<file path="src/rtl/stack_sequencer_if.sv">
// Request/response bundle between the decode stage and the stack sequencer.
// The master side issues opcode strobes and hazard flags; the slave side returns the stack and pipeline controls.
interface stack_sequencer_if #(
    parameter int SELW = 2
);
    logic            call;
    logic            ret;
    logic            rti;
    logic            irq;
    logic            ldm;
    logic            load_use;
    logic            irq_ack;
    logic            busy;
    logic            stack;
    logic            mem_wr;
    logic            mem_rd;
    logic [SELW-1:0] push_sel;
    logic [SELW-1:0] pop_sel;
    logic            freeze_pc;
    logic            freeze_cu;
    logic [1:0]      pc_sel;
    logic            flush;

    modport master (
        output call, ret, rti, irq, ldm, load_use,
        input  irq_ack, busy, stack, mem_wr, mem_rd, push_sel, pop_sel,
               freeze_pc, freeze_cu, pc_sel, flush
    );

    modport slave (
        input  call, ret, rti, irq, ldm, load_use,
        output irq_ack, busy, stack, mem_wr, mem_rd, push_sel, pop_sel,
               freeze_pc, freeze_cu, pc_sel, flush
    );
endinterface

</file>
<file path="src/rtl/stack_sequencer.sv">
// Call/return/interrupt stack sequencer: saves and restores the PC (and CCR on interrupts)
// over several stack cycles while stalling fetch/decode. Outputs are registered Moore decodes.
module stack_sequencer #(
    parameter int PC_WORDS  = 2,
    parameter int POP_WAIT  = 2,
    parameter int IRQ_DEFER = 1
) (
    input  logic              clk,
    input  logic              rst,
    stack_sequencer_if.slave  bus
);
    localparam int SELW = $clog2(PC_WORDS + 2);

    localparam logic [SELW-1:0] SEL_ONE   = SELW'(1);
    localparam logic [SELW-1:0] SEL_LAST  = SELW'(PC_WORDS);
    localparam logic [SELW-1:0] SEL_CCR   = SELW'(PC_WORDS + 1);
    localparam logic [1:0]      DEFER_CNT = 2'(IRQ_DEFER);
    localparam logic [1:0]      PWAIT_CNT = 2'((POP_WAIT > 0) ? (POP_WAIT - 1) : 0);

    typedef enum logic [2:0] {
        IDLE     = 3'd0,
        IRQ_WAIT = 3'd1,
        IRQ_FRZ  = 3'd2,
        PUSH     = 3'd3,
        PWAIT    = 3'd4,
        POP      = 3'd5
    } state_t;

    localparam state_t RET_START = (POP_WAIT == 0) ? POP : PWAIT;

    typedef struct packed {
        logic            irq_ack;
        logic            busy;
        logic            stack;
        logic            mem_wr;
        logic            mem_rd;
        logic [SELW-1:0] push_sel;
        logic [SELW-1:0] pop_sel;
        logic            freeze_pc;
        logic            freeze_cu;
        logic [1:0]      pc_sel;
        logic            flush;
    } out_t;

    state_t          state_r,       state_s;
    logic [SELW-1:0] word_cnt_r,    word_cnt_s;
    logic [1:0]      wait_cnt_r,    wait_cnt_s;
    logic            ccr_r,         ccr_s;
    logic            irq_seq_r,     irq_seq_s;
    logic            irq_pending_r, irq_pending_s;
    logic            accept_irq_s;
    out_t            out_r;

    // ccr marks the CCR word slot: last push of an interrupt, first pop of rti.
    function automatic out_t decode(input state_t st, input logic [SELW-1:0] wc,
                                    input logic ccr, input logic irq_seq, input logic ack);
        out_t o;
        o         = '0;
        o.irq_ack = ack;
        case (st)
            IDLE: begin
                o.irq_ack = 1'b0;
            end
            IRQ_WAIT, PWAIT: begin
                o.busy = 1'b1;
            end
            IRQ_FRZ: begin
                o.busy      = 1'b1;
                o.freeze_pc = 1'b1;
            end
            PUSH: begin
                o.busy     = 1'b1;
                o.stack    = 1'b1;
                o.mem_wr   = 1'b1;
                o.push_sel = ccr ? SEL_CCR : wc;
                if (irq_seq) begin
                    o.freeze_pc = 1'b1;
                    o.freeze_cu = 1'b1;
                    o.pc_sel    = ccr ? 2'b10 : 2'b00;
                end else if (wc == SEL_LAST) begin
                    o.pc_sel = 2'b11;
                    o.flush  = 1'b1;
                end else begin
                    o.pc_sel = 2'b00;
                end
            end
            POP: begin
                o.busy      = 1'b1;
                o.stack     = 1'b1;
                o.mem_rd    = 1'b1;
                o.freeze_pc = 1'b1;
                o.freeze_cu = 1'b1;
                o.pop_sel   = ccr ? SEL_CCR : wc;
                if (!ccr && (wc == SEL_ONE)) begin
                    o.pc_sel = 2'b01;
                    o.flush  = 1'b1;
                end else begin
                    o.pc_sel = 2'b00;
                end
            end
            default: begin
                o = '0;
            end
        endcase
        return o;
    endfunction

    // Next-state logic: request arbitration in IDLE and word/wait counting elsewhere.
    always_comb begin
        state_s       = state_r;
        word_cnt_s    = word_cnt_r;
        wait_cnt_s    = wait_cnt_r;
        ccr_s         = ccr_r;
        irq_seq_s     = irq_seq_r;
        irq_pending_s = irq_pending_r | bus.irq;
        accept_irq_s  = 1'b0;
        case (state_r)
            IDLE: begin
                if (bus.rti || bus.ret) begin
                    state_s    = RET_START;
                    word_cnt_s = SEL_LAST;
                    wait_cnt_s = PWAIT_CNT;
                    ccr_s      = bus.rti;
                    irq_seq_s  = 1'b0;
                end else if (bus.call) begin
                    state_s    = PUSH;
                    word_cnt_s = SEL_ONE;
                    ccr_s      = 1'b0;
                    irq_seq_s  = 1'b0;
                end else if (irq_pending_s) begin
                    state_s       = IRQ_WAIT;
                    accept_irq_s  = 1'b1;
                    irq_pending_s = 1'b0;
                    wait_cnt_s    = (bus.ldm || bus.load_use) ? DEFER_CNT : 2'd0;
                    ccr_s         = 1'b0;
                    irq_seq_s     = 1'b1;
                end else begin
                    state_s = IDLE;
                end
            end
            IRQ_WAIT: begin
                if (wait_cnt_r == 2'd0) begin
                    state_s = IRQ_FRZ;
                end else begin
                    wait_cnt_s = wait_cnt_r - 2'd1;
                end
            end
            IRQ_FRZ: begin
                state_s    = PUSH;
                word_cnt_s = SEL_ONE;
            end
            PUSH: begin
                if (ccr_r) begin
                    state_s = IDLE;
                    ccr_s   = 1'b0;
                end else if (word_cnt_r == SEL_LAST) begin
                    if (irq_seq_r) begin
                        ccr_s = 1'b1;
                    end else begin
                        state_s = IDLE;
                    end
                end else begin
                    word_cnt_s = word_cnt_r + SEL_ONE;
                end
            end
            PWAIT: begin
                if (wait_cnt_r == 2'd0) begin
                    state_s    = POP;
                    word_cnt_s = SEL_LAST;
                end else begin
                    wait_cnt_s = wait_cnt_r - 2'd1;
                end
            end
            POP: begin
                if (ccr_r) begin
                    ccr_s = 1'b0;
                end else if (word_cnt_r == SEL_ONE) begin
                    state_s = IDLE;
                end else begin
                    word_cnt_s = word_cnt_r - SEL_ONE;
                end
            end
            default: begin
                state_s = IDLE;
            end
        endcase
    end

    // State, counters and the registered output decode of the next state.
    always_ff @(posedge clk) begin
        if (rst) begin
            state_r       <= IDLE;
            word_cnt_r    <= '0;
            wait_cnt_r    <= 2'd0;
            ccr_r         <= 1'b0;
            irq_seq_r     <= 1'b0;
            irq_pending_r <= 1'b0;
            out_r         <= '0;
        end else begin
            state_r       <= state_s;
            word_cnt_r    <= word_cnt_s;
            wait_cnt_r    <= wait_cnt_s;
            ccr_r         <= ccr_s;
            irq_seq_r     <= irq_seq_s;
            irq_pending_r <= irq_pending_s;
            out_r         <= decode(state_s, word_cnt_s, ccr_s, irq_seq_s, accept_irq_s);
        end
    end

    assign bus.irq_ack   = out_r.irq_ack;
    assign bus.busy      = out_r.busy;
    assign bus.stack     = out_r.stack;
    assign bus.mem_wr    = out_r.mem_wr;
    assign bus.mem_rd    = out_r.mem_rd;
    assign bus.push_sel  = out_r.push_sel;
    assign bus.pop_sel   = out_r.pop_sel;
    assign bus.freeze_pc = out_r.freeze_pc;
    assign bus.freeze_cu = out_r.freeze_cu;
    assign bus.pc_sel    = out_r.pc_sel;
    assign bus.flush     = out_r.flush;
endmodule

</file>
<file path="src/flat_wrapper.sv">
// flat-port wrapper written by rule: the top's interface ports become plain ports
module stack_sequencer_flat 
#(
    parameter int PC_WORDS  = 2,
    parameter int POP_WAIT  = 2,
    parameter int IRQ_DEFER = 1
)
  (clk, rst, bus_call, bus_ret, bus_rti, bus_irq, bus_ldm, bus_load_use, bus_irq_ack, bus_busy, bus_stack, bus_mem_wr, bus_mem_rd, bus_push_sel, bus_pop_sel, bus_freeze_pc, bus_freeze_cu, bus_pc_sel, bus_flush);
  stack_sequencer_if #(.SELW(2)) bus_i ();
  input  logic clk;
  input  logic rst;
  input wire logic [$bits(bus_i.call)-1:0] bus_call;
  input wire logic [$bits(bus_i.ret)-1:0] bus_ret;
  input wire logic [$bits(bus_i.rti)-1:0] bus_rti;
  input wire logic [$bits(bus_i.irq)-1:0] bus_irq;
  input wire logic [$bits(bus_i.ldm)-1:0] bus_ldm;
  input wire logic [$bits(bus_i.load_use)-1:0] bus_load_use;
  output wire logic [$bits(bus_i.irq_ack)-1:0] bus_irq_ack;
  output wire logic [$bits(bus_i.busy)-1:0] bus_busy;
  output wire logic [$bits(bus_i.stack)-1:0] bus_stack;
  output wire logic [$bits(bus_i.mem_wr)-1:0] bus_mem_wr;
  output wire logic [$bits(bus_i.mem_rd)-1:0] bus_mem_rd;
  output wire logic [$bits(bus_i.push_sel)-1:0] bus_push_sel;
  output wire logic [$bits(bus_i.pop_sel)-1:0] bus_pop_sel;
  output wire logic [$bits(bus_i.freeze_pc)-1:0] bus_freeze_pc;
  output wire logic [$bits(bus_i.freeze_cu)-1:0] bus_freeze_cu;
  output wire logic [$bits(bus_i.pc_sel)-1:0] bus_pc_sel;
  output wire logic [$bits(bus_i.flush)-1:0] bus_flush;
  assign bus_i.call = bus_call;
  assign bus_i.ret = bus_ret;
  assign bus_i.rti = bus_rti;
  assign bus_i.irq = bus_irq;
  assign bus_i.ldm = bus_ldm;
  assign bus_i.load_use = bus_load_use;
  assign bus_irq_ack = bus_i.irq_ack;
  assign bus_busy = bus_i.busy;
  assign bus_stack = bus_i.stack;
  assign bus_mem_wr = bus_i.mem_wr;
  assign bus_mem_rd = bus_i.mem_rd;
  assign bus_push_sel = bus_i.push_sel;
  assign bus_pop_sel = bus_i.pop_sel;
  assign bus_freeze_pc = bus_i.freeze_pc;
  assign bus_freeze_cu = bus_i.freeze_cu;
  assign bus_pc_sel = bus_i.pc_sel;
  assign bus_flush = bus_i.flush;
  stack_sequencer #(.PC_WORDS(PC_WORDS), .POP_WAIT(POP_WAIT), .IRQ_DEFER(IRQ_DEFER)) u_core (.clk(clk), .rst(rst), .bus(bus_i));
endmodule
</file>
<file path="config.mk">
export PLATFORM = sky130hd
export DESIGN_NAME = stack_sequencer_flat
export DESIGN_NICKNAME = d
export VERILOG_FILES = /design/src/rtl/stack_sequencer_if.sv /design/src/rtl/stack_sequencer.sv /design/src/flat_wrapper.sv
export SDC_FILE = /design/constraint.sdc
export NUM_CORES = 1
export LEC_CHECK = 0
export CAP_MARGIN = 20
export CORE_MARGIN = 2
export CORE_UTILIZATION = 52
export CTS_BUF_LIST = sky130_fd_sc_hd__clkbuf_4 sky130_fd_sc_hd__clkbuf_8
export DETAILED_ROUTE_END_ITERATION = 8
export PLACE_DENSITY = 0.78
export SETUP_SLACK_MARGIN = 0.3
export SLEW_MARGIN = 20
export SYNTH_ARGS = -nofsm -noshare
export SYNTH_HDL_FRONTEND = slang
export SYNTH_SLANG_ARGS = --single-unit
export TNS_END_PERCENT = 10
</file>
<file path="constraint.sdc">
create_clock -name clk -period 5.5 [get_ports clk]
set_clock_uncertainty 0.2 [all_clocks]
set_input_delay 0.55 -clock clk [delete_from_list [all_inputs] [get_ports clk]]
set_output_delay 0.55 -clock clk [all_outputs]
set_load 0.02 [all_outputs]
</file>
After elaboration in Yosys (flattened, before gate mapping). Cells that the tools add are included.

Reductions and logical operators: 15. Multipliers: 0. Bitwise operators: 5. Divide/modulo/power cells: 0. Add/sub/neg operators: 3. Eq/ne operators: 17. Muxes and demuxes: 55. Shifts and indexed selects: 0. Magnitude comparators: 0.

Operator list (number): 2-bit 2-to-1 mux (16); 3-bit 2-to-1 mux (9); 1-bit 2-to-1 mux (24); 3-bit case mux with 6 select lines (1); 3-bit by 2-bit == test with 1-bit output, second input constant (4); 3-bit == test, second input constant (4); 2-bit case mux with 5 select lines (1); 2-bit OR reduction (5); 5-bit OR reduction (2); 4-bit case mux with 2 select lines (1); 3-bit by 1-bit == test with 1-bit output, second input constant (2); 2-bit by 1-bit == test with 1-bit output, second input constant (2); 2-bit == test, second input constant (2); 1-bit inverter (4); 2-bit case mux with 2 select lines (1); 4-bit AND reduction (1); 2-bit by 1-bit subtractor with 2-bit output, second input constant (2); 3-bit zero test (1); 3-bit by 1-bit != test with 1-bit output, second input constant (1); 3-bit by 2-bit != test with 1-bit output, second input constant (1); 1-bit case mux with 3 select lines (1); 2-bit by 1-bit adder with 2-bit output, second input constant (1); 2-bit zero test (1); 1-bit logical OR (2); other kinds (6) (6).

RAM bits: 0. Latch bits: 0. Memory bits (read-only): 0. Output and inout bits: 14. Memories: 0. Flip-flop bits (word level): 24. Input port bits: 8.

Logic depth before layout (Yosys ltp). Gate-level depths: netlist of the first run.

Word-level depth: 9. Gate-level depth with buffers: 9. Depth with buffers taken out: 9.

Least setup slack after synthesis of the first run. Ideal clock, no wire load.

Kind: input to register. Start point: in bus_ret. End point: reg u_core.out_r, in the netlist u_core.bus.pc_sel[0]. Stages: 7. Slack: 3309 ps. Data required time: 5241 ps. Arrival: 1933 ps. Cells stage by stage: or2_1 buf_2 o41ai_2 a21oi_1 o32ai_4 and2b_1 a31o_1.

Word-level cells in the longest chain between the ends: 7. Elaborated cells between the ends (all ways): 19.

Ends and longest elaborated chain: start: declaration (line flat_wrapper.sv:13) `input wire logic [$bits(bus_i.ret)-1:0] bus_ret;`; 1-bit logical OR * (line stack_sequencer.sv:119) `if (bus.rti || bus.ret) begin`; 2-bit 2-to-1 mux or 1-bit 2-to-1 mux (tied branches) (line stack_sequencer.sv:119); 2-bit case mux with 5 select lines or 1-bit case mux with 3 select lines (tied branches) (line stack_sequencer.sv:117) `case (state_r)`; 2-bit == test, or another cell as far along (line stack_sequencer.sv:80) `end else if (wc == SEL_LAST) begin`; 2-bit 2-to-1 mux or 1-bit logical AND (tied branches) (line stack_sequencer.sv:80, stack_sequencer.sv:94); 2-bit 2-to-1 mux or 1-bit 2-to-1 mux (tied branches) (line stack_sequencer.sv:76, stack_sequencer.sv:94); 4-bit case mux with 2 select lines * (line stack_sequencer.sv:60) `case (st)`; end signal: assignment (line stack_sequencer.sv:206) `out_r <= decode(state_s, word_cnt_s, ccr_s, irq_seq_s, accept_irq_s);`; end: declaration (line stack_sequencer.sv:52) `out_t out_r;`.

Every way passes the cells marked *; elsewhere a longest branch is shown, timed or not. A chain may end at the register's enable or synchronous reset.

Worst setup path in the final report of the first run. Ends and elaborated chain as after synthesis.

==> metrics.md, run 1 <==
| Metric | Value |
|---|---|
| Status | `completed` |
| Hold_ws | `265 ps` |
| Detailed-route wire length | `2710 um` |
| Setup Slack @ Placement | `2680 ps` |
| Sequential area share after synthesis | `0.355` |
| I/O pin count | `22` |
| Crit-path max FO | `9` |
| Ys async rst share | `0` |
| CTS HTree Levels | `1` |
| Worst r2r dst | `u_core.bus.pc_sel[1]` |
| Critical Path AT | `2560 ps` |
| Share of the synthesized area in the top cell type | `0.355` |
| Root Driver | `clkbuf_4` |
| Reg clk slew, reported paths | `120 ps` |
| Area grow syn2layout | `16.4%` |
| End of the critical path | `u_core.bus.pc_sel[0]` |
| Flops & latches, synth | `23` |
| Worst slew pin tran | `629 ps` |
| First-pass GRT wire length | `4350 um` |
| Post-CTS Resized | `0` |
| Die Ht | `53.9 um` |
| N_diodes | `0` |
| Headroom to the max-slew limit | `0.580` |
| Clock Latency Late Sink | `310 ps` |
| CP Class | `input pin to flop` |
| Crit-path leading delay family | `compound AO/OA/AOI/OAI gates` |
| CP peak stage delay | `430 ps` |
| DRC Markers | `0` |
| Total gr overflow | `0` |
| Gpl congestion | `0.966` |
| Longest Clk Path Bufs | `2` |
| Global Route Usage Sum | `0.210` |
| Nets | `175` |
| Max frequency | `402 MHz` |
| R2R Path Start | `u_core.wait_cnt_r[0]` |
| Vias in the first global route | `944` |
| Final setup fails | `0` |
| Post-synth EDFFs | `0` |
| Post-DP HPWL | `1980 um` |
| Vias per cell | `5.66` |
| PD cells | `537 nW/um^2` |
| Synth warn | `0` |
| Antenna violations before repair | `0` |
| Placeable Area | `2410 sq um` |
| PnR worst setup slack | `3010 ps` |
| Slew Viols, Final | `0` |
| DR iter-0 viols | `31` |
| Filler cell count | `196` |
| Synth cell types | `50` |
| Fin crit period | `2490 ps` |
| Placement Cell Area | `1480 sq um` |
| Clock sink count | `23` |
| Synth area leaders | `dfxtp_1 36%, nor2_1 5.8%, ha_1 4.8%` |
| Hold-fix buffers at CTS | `0` |
| Design Area, Final | `1510 sq um` |
| Largest net degree at the start of global routing | `21` |
| Via Count | `1,082` |
| Startpoint Class | `input pin` |
| Starting density of the core | `0.538` |
| Routed WL per cell | `14.2 um` |
| Setup tns final | `0 ps` |
| Slowest CP cell | `clkdlybuf4s50_1` |
| Most area-hungry cell type in the Yosys netlist | `dfxtp_1` |
| Core Rows | `18` |
| Cts bufs inserted | `3` |
| Hold Crit Class | `flop to flop` |
| Main synth FF type | `dfxtp_1` |
| Die width | `53.9 um` |
| Worst setup path start | `bus_ret` |
| Worst-path cell chain | `clkdlybuf4s50_1, or2_1, o41ai_2, a21oi_1, o32ai_4, and2b_1, a31o_1` |
| Setup bufs post-CTS | `0` |
| 1st-pass router iterations | `4` |
| Final period util | `0.452` |
| R2r worst-path depth | `8` |
| Max cap viols | `0` |
| Avg Cell Area, Syn | `8.88 sq um` |
| Crit path depth | `7` |
| CP required | `5570 ps` |
| Cell count after synthesis | `146` |
| WP buf/inv | `1` |
| Share of cells above drive strength 1 | `0.0807` |
| DIE AREA | `2910 sq um` |
| Most common cell after layout, fill and taps aside | `dfxtp_1` |
| Most frequent cells in the layout | `23 x dfxtp_1, 21 x clkdlybuf4s50_1, 20 x nor2_1` |
| RSZ-0062 raised after global routing | `no` |
| TritonCTS clock tree | `built` |
| Area of the multi-input gates | `743 sq um` |
| Input/output buffers | `21` |
| Crit end category | `flop` |
| Final Hold Vio Count | `0` |
| Final antenna-violating net count | `0` |
| FF/Latch Area | `460 sq um` |
| Flop2flop setup slack | `3090 ps` |
| Mapped Nets | `159` |
| Static leakage | `0.610 nW` |
| Post-synthesis cell area | `1300 sq um` |
| Maximum VDD drop | `324 uV` |
==> cell usage after synthesis (all sizes together), types with 3 or more instances <==
cell type and number:
nand3 3, o21ai 5, nor3 7, a31oi 3, nand2 7, nor2b 3
or3 4, inv 8, nor2 20, nand2b 5, a21oi 6, ha 5
dfxtp 23, buf 8
==> per-stage QoR <==
step	power, mW	instances	utilization
floorplan	0.631	146	-
global placement	0.725	187	0.615
detailed placement	0.735	187	0.615
CTS	0.815	191	0.626
global route	0.875	191	0.626
finish	0.811	191	0.626
==> final cells by class <==
type,instances,share of cell area
repair buffers,21,0.139
flip-flops and latches,23,0.305
clock inverters,1,0.00332
multi-input cells,105,0.493
inverters,8,0.0199
clock buffers,3,0.0149
well taps,30,0.0249
==> routing by layer <==
metal | track usage | up-vias | wire length, um
li1 | - | 546 | -
met1 | 0.258 | 499 | 1230
met2 | 0.341 | 31 | 1250
met3 | 0.0639 | 6 | 173
met4 | 0.0812 | 0 | 54
met5 | 0 | - | 0
==> tightest hold or removal path: cells and delay by family (launching register included) <==
kind | cells | cell delay [ps]
DFF | 1 | 330
AOI/OAI and AO/OA | 1 | 50
and+or+nand+nor | 1 | 50
==> where the power goes <==
group | internal, mW | leakage (nW) | switching [mW]
registers | 0.220 | 0.189 | 0.0660
clock network | 0.0272 | 0.0177 | 0.0511
logic | 0.211 | 0.403 | 0.236
==> flip-flops by register name, indices dropped and copies added, names as in the netlist <==
| register | count |
|---|---|
| u_core.ccr_r | 1 |
| u_core.bus.pc_sel | 2 |
| u_core.irq_pending_r | 1 |
| u_core.irq_seq_r | 1 |
| u_core.bus.mem_wr | 1 |
| u_core.bus.mem_rd | 1 |
| u_core.bus.freeze_pc | 1 |
| u_core.bus.stack | 1 |
| u_core.bus.freeze_cu | 1 |
| u_core.bus.busy | 1 |
| u_core.bus.pop_sel | 2 |
| u_core.state_r | 3 |
| u_core.word_cnt_r | 2 |
| u_core.bus.push_sel | 2 |
| u_core.wait_cnt_r | 2 |
| u_core.bus.irq_ack | 1 |
==> cells by family (layout without fill, tap and decap cells) <==
group | Yosys count | after routing | share of synthesized area
adder cells (fa/ha/maj) | 5 | 5 | 0.0483
multiplexers | 3 | 3 | 0.0251
AO/OA/AOI/OAI | 34 | 34 | 0.214
flip-flops | 23 | 23 | 0.355
buffers and inverters | 18 | 33 | 0.0714
AND/OR/NAND/NOR | 63 | 63 | 0.286
==> worst min-delay path by stage <==
stage / slack [ps] / start / end / depth (start not counted)
2_1_floorplan: 230 / u_core.wait_cnt_r[1] / u_core.wait_cnt_r[1] / 2
3_3_place_gp: 240 / u_core.wait_cnt_r[1] / u_core.wait_cnt_r[1] / 2
3_5_place_dp: 250 / u_core.wait_cnt_r[1] / u_core.wait_cnt_r[1] / 2
4_1_cts: 270 / u_core.wait_cnt_r[1] / u_core.wait_cnt_r[1] / 2
5_1_grt: 290 / u_core.wait_cnt_r[1] / u_core.wait_cnt_r[1] / 2
6_report: 260 / u_core.wait_cnt_r[1] / u_core.wait_cnt_r[1] / 2
Power figures use the tool's default switching activity.
==> run 2: changes to the inputs <==
==> constraint.sdc (replaced) <==
create_clock -name clk -period 2.34 [get_ports clk]
set_clock_uncertainty 0.2 [all_clocks]
set_input_delay 0.234 -clock clk [delete_from_list [all_inputs] [get_ports clk]]
set_output_delay 0.234 -clock clk [all_outputs]
set_load 0.02 [all_outputs]
==> metrics.md, run 2 (synthesis gave the netlist of run 1 again) <==
| Metric | Value |
|---|---|
| Reg clk slew, reported paths | `120 ps (about the same)` |
| Worst r2r dst | `u_core.bus.pc_sel[0]` |
| Post-DP HPWL | `2290 um (+15%)` |
| Headroom to the max-slew limit | `0.746 (+0.166)` |
| Critical Path AT | `2250 ps (-310 ps)` |
| Die Ht | `53.9 um (unchanged)` |
| Startpoint Class | `flop` |
| Status | `completed` |
| Fin crit period | `2180 ps` |
| DRC Markers | `0 (unchanged)` |
| Routed WL per cell | `15.4 um (+8.5%)` |
| DIE AREA | `2910 sq um (unchanged)` |
| Slew Viols, Final | `0 (unchanged)` |
| Final core occ | `0.688 (+0.0618)` |
| R2R Path Start | `u_core.wait_cnt_r[0]` |
| CP peak stage delay | `360 ps (-70 ps)` |
| Placeable Area | `2410 sq um (unchanged)` |
| Vias per cell | `5.76 (+1.7%)` |
| Final setup fails | `0 (unchanged)` |
| CTS HTree Levels | `1 (unchanged)` |
| Clock Latency Late Sink | `320 ps (about the same)` |
| Largest net degree at the start of global routing | `18 (-14%)` |
| Flop2flop setup slack | `160 ps (-2930 ps)` |
| N_diodes | `0 (unchanged)` |
| Hold Crit Class | `flop to flop` |
| Crit-path leading delay family | `compound AO/OA/AOI/OAI gates` |
| Most frequent cells in the layout | `21 x clkdlybuf4s50_1, 20 x nor2_1, 19 x dfxtp_1, 16 x buf_4` |
| Final Hold Vio Count | `0 (unchanged)` |
| Worst slew pin tran | `377 ps (-252 ps)` |
| Max frequency | `458 MHz` |
| First-pass GRT wire length | `5040 um (+16%)` |
| Setup tns final | `0 ps (unchanged)` |
| Final antenna-violating net count | `0 (unchanged)` |
| CP Class | `flop to flop` |
| Die width | `53.9 um (unchanged)` |
| 1st-pass router iterations | `4 (unchanged)` |
| Final period util | `0.932` |
| Vias in the first global route | `1,126 (+19%)` |
| Slowest CP cell | `dfxtp_2` |
| Input/output buffers | `21 (unchanged)` |
| Cts bufs inserted | `3 (unchanged)` |
| Clock sink count | `23 (unchanged)` |
| Core Rows | `18 (unchanged)` |
| Longest Clk Path Bufs | `2 (unchanged)` |
| Maximum VDD drop | `975 uV (+200%)` |
| Starting density of the core | `0.538 (unchanged)` |
| Final Power | `2.14 mW (+160%)` |
| Global Route Usage Sum | `0.241 (+0.0309)` |
| Detailed-route wire length | `3190 um (+18%)` |
| Most common cell after layout, fill and taps aside | `clkdlybuf4s50_1` |
| Static leakage | `0.692 nW (+14%)` |
| Crit-path max FO | `5 (-4)` |
| Share of cells above drive strength 1 | `0.209 (+0.128)` |
| PD cells | `1290 nW/um^2 (+140%)` |
| Crit path depth | `8 (+1)` |
| Design Area, Final | `1660 sq um (+9.9%)` |
| Placed Cells | `199 (+6.4%)` |
| Biggest register | `u_core.state_r` |
| Total gr overflow | `0 (unchanged)` |
| Nets | `191 (+9.1%)` |
| Placement Cell Area | `1580 sq um (+6.9%)` |
| Gpl congestion | `0.890 (-7.8%)` |
| Max cap viols | `0 (unchanged)` |
| Via Count | `1,192 (+10%)` |
| Root Driver | `clkbuf_4` |
| R2r worst-path depth | `8 (unchanged)` |
| Fin cells | `207 (+8.4%)` |
| Hold-fix buffers at CTS | `0 (unchanged)` |
| RSZ-0062 raised after global routing | `yes` |
| DR iter-0 viols | `38 (+23%)` |
| WP buf/inv | `1 (unchanged)` |
| End of the critical path | `u_core.bus.pc_sel[0]` |
| I/O pin count | `22 (unchanged)` |
| Max FFs per register | `3 (unchanged)` |
| Antenna violations before repair | `0 (unchanged)` |
| TritonCTS clock tree | `built` |
| Area grow syn2layout | `27.9%` |
| Worst-path cell chain | `inv_2, ha_4, mux2_4, a211oi_4, a221o_4, nand2b_4, nor4b_4, a31o_1` |
| Worst setup path start | `u_core.wait_cnt_r[0]` |
| CP required | `2410 ps (-3160 ps)` |
| Crit end category | `flop` |
-- run 2: repair_timing --
| action | CTS | global route |
|---|---|---|
| pin swaps | 4 | 4 |
| gates resized for setup | 6 | 3 |
| buffers inserted | 3 | 1 |
| endpoints found under the setup margin | 7 | 13 |
-- run 2: tightest hold or removal path, delay by kind of cell (launching register included) --
kind | cells | cell delay (ps)
AO/OA/AOI/OAI | 1 | 50
flip-flops | 1 | 340
AND/OR/NAND/NOR | 1 | 50
-- run 2: metrics by stage --
| stage | setup slack, ps | hold slack, ps |
|---|---|---|
| CTS | 119 | 270 |
| finish | 158 | 266 |
| global placement | 47.0 | 254 |
| floorplan | 360 | 217 |
| detailed placement | -38.6 | 261 |
| global route | 63.0 | 284 |
-- run 2: routing by layer --
| layer | up-vias | share of wire | GRT usage |
|---|---|---|---|
| met1 | 566 | 0.41 | 0.283 |
| met4 | 0 | 0.015 | 0.0598 |
| li1 | 578 | - | - |
| met2 | 37 | 0.51 | 0.429 |
| met5 | - | 0 | 0 |
| met3 | 11 | 0.065 | 0.0639 |
-- run 2: worst min path at each step --
| stage | startpoint | to | slack (ps) | depth (start not counted) |
|---|---|---|---|---|
| final | u_core.wait_cnt_r[1] | u_core.wait_cnt_r[1] | 270 | 2 |
| after global routing | u_core.wait_cnt_r[1] | u_core.wait_cnt_r[1] | 280 | 2 |
| after CTS | u_core.wait_cnt_r[1] | u_core.wait_cnt_r[1] | 270 | 2 |
| after detailed placement | u_core.wait_cnt_r[1] | u_core.wait_cnt_r[1] | 260 | 2 |
| after global placement | u_core.wait_cnt_r[1] | u_core.wait_cnt_r[1] | 250 | 2 |
| after floorplan | bus_call | u_core.irq_pending_r | 220 | 2 |
-- run 2: layout make-up --
cell class                 instances  area, sq um
fill                             205          752
sequential                        23          465
multi-input combinational        105          767
inverter                           8         30.0
timing repair buffer              37          330
tap                               30         37.5
clock inverter                     1         5.00
clock buffer                       3         22.5
-- run 2: where the power goes --
| group | internal [mW] | total [mW] | switching, mW |
|---|---|---|---|
| Combinational | 0.642 | 1.33 | 0.685 |
| Clock | 0.0642 | 0.184 | 0.120 |
| Sequential | 0.525 | 0.633 | 0.108 |
| Total | 1.23 | 2.14 | 0.913 |
==> run 3: changes to the inputs <==
--- a/config.mk
+++ b/config.mk
@@ -11,6 +11,7 @@
 export CTS_BUF_LIST = sky130_fd_sc_hd__clkbuf_4 sky130_fd_sc_hd__clkbuf_8
 export DETAILED_ROUTE_END_ITERATION = 8
 export PLACE_DENSITY = 0.78
+export RECOVER_POWER = 50
 export SETUP_SLACK_MARGIN = 0.3
 export SLEW_MARGIN = 20
 export SYNTH_ARGS = -nofsm -noshare
==> metrics.md, run 3 (synthesis gave the netlist of run 1 again) <==
| Metric | Value |
|---|---|
| Most frequent cells in the layout | `20 x nor2_1, 19 x dfxtp_1, 15 x buf_4, 14 x dlygate4sd3_1` |
| Filler cell count | `205 (unchanged)` |
| Static leakage | `0.734 nW (+6.0%)` |
| Hold path depth | `2 (unchanged)` |
| Most common cell after layout, fill and taps aside | `nor2_1` |
| Clock Latency Late Sink | `320 ps (about the same)` |
| Clock sink count | `23 (unchanged)` |
| Reg clk slew, reported paths | `120 ps (about the same)` |
| Starting density of the core | `0.538 (unchanged)` |
| Hold Crit Class | `flop to flop` |
| Crit end category | `flop` |
| Slew Viols, Final | `0 (unchanged)` |
| 1st-pass router iterations | `5 (+1)` |
| Via Count | `1,196 (+0.34%)` |
| Post-DP HPWL | `2290 um (unchanged)` |
| N_diodes | `0 (unchanged)` |
| Routed WL per cell | `15.4 um (-0.13%)` |
| Global Route Usage Sum | `0.241 (unchanged)` |
| Final antenna-violating net count | `0 (unchanged)` |
| Nets | `191 (unchanged)` |
| Max FFs per register | `3 (unchanged)` |
| Max frequency | `459 MHz (about the same)` |
| Total gr overflow | `0 (unchanged)` |
| I/O pin count | `22 (unchanged)` |
| Critical Path AT | `2250 ps (about the same)` |
| Core Rows | `18 (unchanged)` |
| Max cap viols | `0 (unchanged)` |
| Final Hold Vio Count | `0 (unchanged)` |
| Gpl congestion | `0.890 (unchanged)` |
| Worst min-delay path startpoint | `u_core.wait_cnt_r[1]` |
| Status | `completed` |
| Flop2flop setup slack | `160 ps (about the same)` |
| TritonCTS clock tree | `built` |
| Crit-path max FO | `5 (unchanged)` |
| Final setup fails | `0 (unchanged)` |
| Worst slew pin tran | `377 ps (+0.315 ps)` |
| Vias per cell | `5.78 (+0.34%)` |
| FF/Latch Area | `465 sq um (unchanged)` |
| Placeable Area | `2410 sq um (unchanged)` |
| Largest net degree at the start of global routing | `18 (unchanged)` |
| Fin crit period | `2180 ps (-1.57 ps)` |
| RSZ-0062 raised after global routing | `yes` |
| PD cells | `1280 nW/um^2 (-1.3%)` |
| DR iter-0 viols | `39 (+2.6%)` |
| Detailed-route wire length | `3180 um (-0.13%)` |
| DRC Markers | `0 (unchanged)` |
| CP Class | `flop to flop` |
| Headroom to the max-slew limit | `0.746 (about the same)` |
| Root Driver | `clkbuf_4` |
| Final period util | `0.932 (about the same)` |
| Startpoint Class | `flop` |
| Area of the multi-input gates | `767 sq um (unchanged)` |
| First-pass GRT wire length | `5040 um (unchanged)` |
| Antenna violations before repair | `0 (unchanged)` |
| Maximum VDD drop | `950 uV (-2.6%)` |
| Die width | `53.9 um (unchanged)` |
| Biggest register | `u_core.state_r` |
| Final core occ | `0.688 (unchanged)` |
| Cts bufs inserted | `3 (unchanged)` |
| R2R Path Start | `u_core.wait_cnt_r[0]` |
| Input/output buffers | `21 (unchanged)` |
| Share of cells above drive strength 1 | `0.209 (unchanged)` |
| Vias in the first global route | `1,126 (unchanged)` |
| Area grow syn2layout | `27.9% (unchanged)` |
| Die Ht | `53.9 um (unchanged)` |
| R2r worst-path depth | `8 (unchanged)` |
| Worst r2r dst | `u_core.bus.pc_sel[0]` |
| Final Power | `2.12 mW (-1.3%)` |
| CP required | `2410 ps (about the same)` |
| Longest Clk Path Bufs | `2 (unchanged)` |
| CTS HTree Levels | `1 (unchanged)` |
| Min-Delay Endpoint | `u_core.wait_cnt_r[1]` |
| DIE AREA | `2910 sq um (unchanged)` |
run 3: cell types whose count changed in the layout (fill, tap and decap cells not counted), sizes merged:
cell           before  now
clkdlybuf4s50      21    7
dlygate4sd3         0   14
buf                16   15
clkbuf              3    4
run 3: worst max-delay path: stages, from the launching register on:
cell and delay (ps):
dfxtp_2 360, inv_2 50, ha_4 170, mux2_4 310
a211oi_4 310, a221o_4 270, nand2b_4 70, nor4b_4 240
a31o_1 140
run 3: per-layer routing:
metal	GRT usage	share of wire	vias up
met5	0	0	-
li1	-	-	579
met2	0.429	0.51	37
met3	0.0639	0.063	11
met4	0.0598	0.015	0
met1	0.283	0.41	569
run 3: worst max path at each step:
stage	slack, ps	startpoint	end
after floorplan	360	u_core.wait_cnt_r[0]	u_core.bus.pc_sel[0]
after global placement	50	bus_ret	u_core.bus.pc_sel[0]
after detailed placement	-40	bus_ret	u_core.bus.pc_sel[0]
after CTS	120	u_core.wait_cnt_r[0]	u_core.bus.pc_sel[0]
after global routing	60	u_core.wait_cnt_r[0]	u_core.bus.pc_sel[0]
final	160	u_core.wait_cnt_r[0]	u_core.bus.pc_sel[0]
run 3: area by class of cell:
type | instances | area share
Multi-Input combinational cell | 105 | 0.463
Sequential cell | 23 | 0.281
Timing Repair Buffer | 37 | 0.199
Tap cell | 30 | 0.0226
Inverter | 8 | 0.0181
Clock buffer | 3 | 0.0136
Clock inverter | 1 | 0.00302
run 3: repair_timing:
item	CTS	global route
setup buffers	3	1
endpoints found under the setup margin	7	13
hold buffers	0	0
pin swaps	4	4
gates resized for setup	6	3
run 3: metrics by stage:
stage | cells | TNS [ps] | hold WS (ps) | worst slack [ps] | instance area, sq um
finish | 207 | 0 | 266 | 160 | 1660
global route | 207 | 0 | 284 | 63.0 | 1660
CTS | 206 | 0 | 270 | 119 | 1650
detailed placement | 199 | -56.1 | 261 | -38.6 | 1580
global placement | 199 | 0 | 254 | 47.0 | 1580
floorplan | 146 | 0 | 217 | 360 | 1310
run 3: power breakdown:
group	total [mW]	internal [mW]	switching [mW]	leakage, nW
clock	0.183	0.0642	0.119	0.0177
combinational	1.30	0.617	0.686	0.526
sequential	0.629	0.524	0.105	0.190
